==> config.mk <==
export PLATFORM = sky130hd
export DESIGN_NAME = commit_controller
export DESIGN_NICKNAME = d
export VERILOG_FILES = /design/src/rtl/commit_controller_pkg.sv /design/src/rtl/commit_controller_perf_counter.sv /design/src/rtl/commit_controller.sv
export SDC_FILE = /design/constraint.sdc
export NUM_CORES = 1
export LEC_CHECK = 0
export ABC_AREA = 1
export CORE_MARGIN = 3
export CORE_UTILIZATION = 50
export DETAILED_ROUTE_END_ITERATION = 12
export DONT_BUFFER_PORTS = 1
export PLACE_DENSITY = 0.61
export SLEW_MARGIN = 20
export SYNTH_ARGS = -nofsm -noshare
export SYNTH_HDL_FRONTEND = slang
export SYNTH_SLANG_ARGS = --single-unit
==> constraint.sdc <==
create_clock -name clk -period 1.7 [get_ports clk]
set_input_delay 0.17 -clock clk [delete_from_list [all_inputs] [get_ports clk]]
set_output_delay 0.17 -clock clk [all_outputs]
set_load 0.05 [all_outputs]
==> src/rtl/commit_controller_pkg.sv <==
// Shared definitions for the commit controller: head instruction type
// encodings, the default ROB index width and the controller state encoding.
package commit_controller_pkg;

    localparam int ROB_IDX_W_DEFAULT = 6;

    typedef enum logic [1:0] {
        HT_ALU    = 2'd0,   // ALU or LOAD: register write only
        HT_STORE  = 2'd1,   // memory release, no register write
        HT_BRANCH = 2'd2,
        HT_JALR   = 2'd3
    } head_type_e;

    typedef enum logic [1:0] {
        ST_RUN        = 2'd0,
        ST_STORE_WAIT = 2'd1,
        ST_FLUSH      = 2'd2
    } state_e;

endpackage

==> src/rtl/commit_controller_perf_counter.sv <==
// perf_counter: free-running event counter, wraps at 2^WIDTH.
//   clk, rst : clock, synchronous active-high reset (clears count)
//   inc      : count one event this cycle
//   count    : current count
module perf_counter #(
    parameter int WIDTH = 32
) (
    input  logic             clk,
    input  logic             rst,
    input  logic             inc,
    output logic [WIDTH-1:0] count
);

    logic [WIDTH-1:0] count_q;
    logic [WIDTH-1:0] count_d;

    always_comb begin
        count_d = count_q;
        if (inc) count_d = count_q + 1'b1;
    end

    always_ff @(posedge clk) begin
        if (rst) count_q <= '0;
        else     count_q <= count_d;
    end

    assign count = count_q;

endmodule

==> src/rtl/commit_controller.sv <==
// commit_controller: in-order retirement of the ROB head.
//   Inputs : clk, rst (sync, active-high), rdy (global enable/freeze),
//            head_* (ROB head entry), st_done (store finished in memory).
//   Outputs: head_pop (retire pulse), rf_valid/rf_index/rf_rd/rf_value
//            (register write), st_commit (store release, held until st_done),
//            flush/redirect_pc (mispredict recovery), commit_count.
// All outputs are registered; a ready head is committed one cycle after it
// is sampled.
module commit_controller
    import commit_controller_pkg::*;
#(
    parameter int ROB_IDX_W = ROB_IDX_W_DEFAULT
) (
    input  logic                 clk,
    input  logic                 rst,
    input  logic                 rdy,
    input  logic                 head_valid,
    input  logic                 head_ready,
    input  logic [ROB_IDX_W-1:0] head_index,
    input  logic [1:0]           head_type,
    input  logic [4:0]           head_rd,
    input  logic [31:0]          head_value,
    input  logic                 head_mispredict,
    input  logic [31:0]          head_target,
    input  logic                 st_done,
    output logic                 head_pop,
    output logic                 rf_valid,
    output logic [ROB_IDX_W-1:0] rf_index,
    output logic [4:0]           rf_rd,
    output logic [31:0]          rf_value,
    output logic                 st_commit,
    output logic                 flush,
    output logic [31:0]          redirect_pc,
    output logic [31:0]          commit_count
);

    state_e                 state_q,       state_d;
    logic                   head_pop_q,    head_pop_d;
    logic                   rf_valid_q,    rf_valid_d;
    logic [ROB_IDX_W-1:0]   rf_index_q,    rf_index_d;
    logic [4:0]             rf_rd_q,       rf_rd_d;
    logic [31:0]            rf_value_q,    rf_value_d;
    logic                   st_commit_q,   st_commit_d;
    logic                   flush_q,       flush_d;
    logic [31:0]            redirect_pc_q, redirect_pc_d;
    logic [ROB_IDX_W-1:0]   last_idx_q,    last_idx_d;
    logic                   hazard;

    // While head_pop is visible the ROB has not yet advanced its head, so the
    // entry just retired is still presented; skip it.
    assign hazard = head_pop_q && (head_index == last_idx_q);

    always_comb begin
        state_d       = state_q;
        head_pop_d    = 1'b0;
        rf_valid_d    = 1'b0;
        flush_d       = 1'b0;
        st_commit_d   = st_commit_q;
        rf_index_d    = rf_index_q;
        rf_rd_d       = rf_rd_q;
        rf_value_d    = rf_value_q;
        redirect_pc_d = redirect_pc_q;
        last_idx_d    = last_idx_q;
        if (!rdy) begin
            // Freeze: strobes keep their current level too.
            head_pop_d = head_pop_q;
            rf_valid_d = rf_valid_q;
            flush_d    = flush_q;
        end else begin
            case (state_q)
                ST_RUN: begin
                    if (head_valid && head_ready && !hazard) begin
                        last_idx_d = head_index;
                        if (head_type_e'(head_type) == HT_STORE) begin
                            st_commit_d = 1'b1;
                            state_d     = ST_STORE_WAIT;
                        end else begin
                            rf_valid_d = 1'b1;
                            head_pop_d = 1'b1;
                            rf_index_d = head_index;
                            rf_rd_d    = head_rd;
                            rf_value_d = head_value;
                            if (head_type_e'(head_type) != HT_ALU && head_mispredict) begin
                                flush_d       = 1'b1;
                                redirect_pc_d = head_target;
                                state_d       = ST_FLUSH;
                            end
                        end
                    end
                end
                ST_STORE_WAIT: begin
                    if (st_done) begin
                        st_commit_d = 1'b0;
                        head_pop_d  = 1'b1;
                        state_d     = ST_RUN;
                    end
                end
                ST_FLUSH: state_d = ST_RUN;   // one dead cycle, head ignored
                default:  state_d = ST_RUN;
            endcase
        end
    end

    always_ff @(posedge clk) begin
        if (rst) begin
            state_q       <= ST_RUN;
            head_pop_q    <= 1'b0;
            rf_valid_q    <= 1'b0;
            rf_index_q    <= '0;
            rf_rd_q       <= '0;
            rf_value_q    <= '0;
            st_commit_q   <= 1'b0;
            flush_q       <= 1'b0;
            redirect_pc_q <= '0;
            last_idx_q    <= '0;
        end else begin
            state_q       <= state_d;
            head_pop_q    <= head_pop_d;
            rf_valid_q    <= rf_valid_d;
            rf_index_q    <= rf_index_d;
            rf_rd_q       <= rf_rd_d;
            rf_value_q    <= rf_value_d;
            st_commit_q   <= st_commit_d;
            flush_q       <= flush_d;
            redirect_pc_q <= redirect_pc_d;
            last_idx_q    <= last_idx_d;
        end
    end

    // Counter advances on the same edge head_pop rises, so both appear together.
    perf_counter #(.WIDTH(32)) u_retire_cnt (
        .clk   (clk),
        .rst   (rst),
        .inc   (rdy && head_pop_d),
        .count (commit_count)
    );

    assign head_pop    = head_pop_q;
    assign rf_valid    = rf_valid_q;
    assign rf_index    = rf_index_q;
    assign rf_rd       = rf_rd_q;
    assign rf_value    = rf_value_q;
    assign st_commit   = st_commit_q;
    assign flush       = flush_q;
    assign redirect_pc = redirect_pc_q;

endmodule

Yosys cells after proc, flatten, opt, wreduce, memory -nomap -nowiden
Index checks and enable logic that the tools add are counted.

Register bits: 119. Bits of input ports: 84. Output and inout bits: 111. Word-level logic and storage cells: 53.

$add $sub $neg: 1. Equal/unequal tests: 7. Multiplexer cells: 19. Bitwise gates (word level): 1. Reduce and logical (&&, ||, !) cells: 14.

Operator list (number): $add A32 B1 Y32 const B (1); $mux W1 (12); $reduce_and A5 Y1 (2); $mux W2 (4); $reduce_and A4 Y1 (2); $eq A6 B6 Y1 (1); $ne A2 B2 Y1 const B (3); $logic_and A1 B1 Y1 (5); $eq A2 B1 Y1 const B (2); $pmux W1 S2 (2); $pmux W2 S2 (1); $reduce_bool A2 Y1 (2); $ne A3 B3 Y1 const B (1); $reduce_and A3 Y1 (1); $logic_not A2 Y1 (1); $logic_not A1 Y1 (1); $not A1 Y1 (1).

Depth between registers and ports, before layout
Depth after elaboration: 8. Gate-level depth with buffers: 15. Gate-level depth less buffers: 13.

Hierarchy
Synthesis repeated with hierarchy kept, for this count alone.

Cell total of the unflattened synthesis: 710. Area, all modules: 5087.4 um2.

By module, submodules not included: commit_controller (instances 1, cells an instance 441, area an instance 3286.9 um2, sequential area each 1741.7 um2); perf_counter (instances 1, cells an instance 269, area an instance 1800.5 um2, sequential area each 640.6 um2).

Worst setup path after synthesis
Ideal clock, no wire load.

Path type: flip-flop to flip-flop. Start point: register u_retire_cnt.count_q[0], in the netlist u_retire_cnt.count[0]. End point: register u_retire_cnt.count_q[16], in the netlist u_retire_cnt.count[16]. Setup time: 70 ps. Arrival time: 1885 ps. Data required time: 1630 ps. Setup slack: -256 ps. Stages on the path, launching flop included: 9. Period minus slack after synthesis: 1956 ps. Cells stage by stage: dfxtp_1 ha_1 inv_1 nor2_2 nand2_1 nor2_1 xor2_1 nand3_1 a21oi_1.

Cells in the longest elaborated chain, start to end: 1.

Ends and longest elaborated chain: start: declaration (RTL line commit_controller_perf_counter.sv:14) `logic [WIDTH-1:0] count_q;`; start signal: assignment (RTL line commit_controller_perf_counter.sv:24) `else count_q <= count_d;`; $add A32 B1 Y32 (RTL line commit_controller_perf_counter.sv:19) `if (inc) count_d = count_q + 1'b1;`.

Every way passes these cells. A chain may end at the register's enable or synchronous reset.

Final worst setup path
Start point: input port rdy. End point: register redirect_pc_q[22], in the netlist redirect_pc[22].

Cells in the longest elaborated chain, start to end: 1.

Ends and longest elaborated chain: start: declaration (RTL line commit_controller.sv:16) `input logic rdy,`; $reduce_and A5 Y1 (no line); end signal: assignment (RTL line commit_controller.sv:125) `redirect_pc_q <= redirect_pc_d;`; end: declaration (RTL line commit_controller.sv:45) `logic [31:0] redirect_pc_q, redirect_pc_d;`.

Every way passes these cells.

==> results.yml <==
status:
  status: "completed"
detailed_routing:
  drt_wl_total_um: 17000
  vias: 5748
  dr.pass1.iters: 5
  drt_iter0_drc: 430
  ant_nets: 0
  wl_per_cell_um: 15.3
  viasPerCell: 5.19
  drc: 0
setup_path:
  cp.arrival_ps: 2110
  crit_path_start: "rdy"
  cp_cell_sequence: "dlygate4sd3_1 > buf_12 > inv_1 > nor2_4 > nand3b_4 > clkbuf_16 > nor2_1 > nor2_2"
  worstPathRequired_ps: 2120
  path_buf_inv: 4
  cp_max_fo: 37
  cp-start-kind: "primary input"
  r2r-end: "rf_value[15]"
  crit_type: "primary input to flip-flop"
  rrSetupSlack_ps: 70
  max_stage_delay_ps: 590
  crit_family: "buffers and inverters"
  reg2reg_from: "state_q[0]"
  r2r_cells: 8
  slowest_stage: "dlygate4sd3_1"
  end_kind: "flip-flop"
power_and_ir_drop:
  p_int_mw: 5.86
  p_clk_frac: 0.520
  combPwrFrac: 0.074
  finalPower_mw: 7.71
  seq_power_share: 0.405
  ir_drop_mv: 0.804
  power_density_nw_per_um2: 994
  p_sw_mw: 1.85
  swShare: 0.240
  total_leakage_power_nw: 3.48
placement:
  gp_congestion: 0.909
  post-place-ws_ps: -18.5
  dpl.hpwl_um: 10000
  placed_area_sq_um: 5930
  port_buffers: 0
timing:
  period_minus_slack_ps: 1700
  tightest_slew_ps: 557
  finalSetupViolCount: 0
  tns_ps: 0
  clock_skew_ps: 6.38
  whs_ps: 34.3
  grt_setup_unrepaired: "yes"
  layout_setup_ws_ps: 3.44
  maxSlewViolCount: 0
  relSlewSlack: 0.628
  finalHoldViolations: 0
  max_freq_ghz: 0.589
  fin_crit_sh: 0.998
floorplan:
  initial_utilization: 0.522
  core_area_sq_um: 10500
  dieWidth_um: 111
  rows: 37
  die_y_um: 111
  io_pins: 195
  design.die.area_sq_um: 12200
min_path:
  hold_start: "st_done"
  min_to: "st_commit"
  hold_depth: 3
  hold_class: "primary input to flip-flop"
yosys:
  yosys.area.top_type: "dfxtp_1"
  synth_area_per_cell_sq_um: 6.63
  syn_inst: 824
  synthesis.area_sq_um: 5460
  synth.distinct_cells: 28
  yosysWarningCount: 0
  yosys.area.top_type_share: 0.436
  synthTopCellsByArea: "dfxtp_1 44%, nand2_1 15%, nor2_1 14%, inv_1 4.2%, nand3_1 4.1%"
  synth-seq-cells: 119
  syn_nets: 909
  yosysSeqAreaShare: 0.436
global_routing:
  grt_pass1_wl_um: 25900
  grt_usage: 0.255
  gr-total-overflow: 0
  grt_pass1_vias: 5446
  antenna_found_initial: 0
  grt_max_degree: 82
cts:
  cts_buffer_depth: 2
  htreeDepth: 4
  clkLatencyLatePin_ps: 520
  clkTransAtPathRegs_ps: 60
  cts_buffers: 17
  clockRootBuffer: "clkbuf_8"
  cts_tree: "done"
  cts_sinks: 119
finish:
  final_area_sq_um: 7760
  final_cell_mix: "209 x nand2_1, 192 x nor2_1, 110 x dfxtp_1"
  nets: 1044
  n_antenna_cell: 0
  drive_gt1_frac: 0.153
  final_common_cell: "nand2_1"
  area_growth_pct: 42.1
job:
  drv_cap: 0
## cells in the mapped netlist, drive strengths merged
library cell	number
a21boi	1
a21oi	44
buf	24
clkbuf	14
clkinv	1
dfxtp	119
ha	1
inv	65
nand2	219
nand3	46
nand3b	14
nand4	3
nor2	208
nor4	1
o21ai	48
o22ai	1
xnor2	4
xor2	11
## state kept, by name (all words and copies together), names as in the netlist
register / flops
u_retire_cnt.count: 32
last_idx_q: 6
state_q: 2
rf_valid: 1
head_pop: 1
redirect_pc: 32
rf_rd: 5
flush: 1
rf_value: 32
rf_index: 6
st_commit: 1
## power by group through the flow
stage | sequential, mW | combinational, mW | clock, mW
2_1_floorplan | 3.21 | 0.237 | 0
3_3_place_gp | 3.18 | 0.312 | 0
3_5_place_dp | 3.18 | 0.322 | 0
4_1_cts | 3.12 | 0.517 | 4.06
5_1_grt | 3.13 | 0.626 | 4.19
6_report | 3.13 | 0.572 | 4.01
## layer usage
metal	up-vias	track usage	wire length, um
li1	2848	-	-
met1	2606	0.308	6970
met2	257	0.423	8200
met3	37	0.0778	1370
met4	0	0.101	436
met5	-	0	0
## through the flow
step | instances | util
6_report | 1108 | 0.741
5_1_grt | 1108 | 0.741
4_1_cts | 1097 | 0.712
3_5_place_dp | 982 | 0.567
3_3_place_gp | 982 | 0.567
2_1_floorplan | 824 | -
## kinds of logic after synthesis
family / after synthesis / synth area share
buffers and inverters: 104 / 0.0843
xor gates and xnor gates: 15 / 0.0241
AOI/OAI and AO/OA: 94 / 0.0868
and+or+nand+nor: 491 / 0.366
DFF: 119 / 0.436
adders and majority gates: 1 / 0.00229
## worst max path at each step
stage / cells after the start / slack [ps] / end
final: 8 / 3 / redirect_pc[22]
after global routing: 11 / -90 / redirect_pc[14]
after CTS: 8 / 4 / rf_value[15]
after detailed placement: 12 / -20 / rf_value[30]
after global placement: 11 / 80 / rf_valid
after floorplan: 8 / -6 / u_retire_cnt.count[16]
## timing repair
| action | CTS | global route |
|---|---|---|
| endpoints found under the setup margin | 39 | 101 |
| gates cloned | 0 | 10 |
| buffers inserted | 0 | 1 |
| resized for setup | 1 | 35 |
| hold buffers | 83 | 0 |
| hold endpoints to repair | 119 | 0 |
| pin swaps | 0 | 6 |
## final cells by class
class	instances	area [sq um]
clock buffer	21	480
clock inverter	11	190
fill	794	2710
inverter	66	258
multi-input combinational	602	2700
sequential	119	2400
tap	136	170
timing repair buffer	153	1570
## worst reg2reg max path: stages, from the launching register on
cell	delay (ps)
dfxtp_1	350
nor2_2	160
inv_2	80
nor2_2	150
nand3_2	140
nor2_4	250
buf_12	190
o21ai_0	120
nor2_1	130
Note: power is estimated with default switching activity, not from simulation.
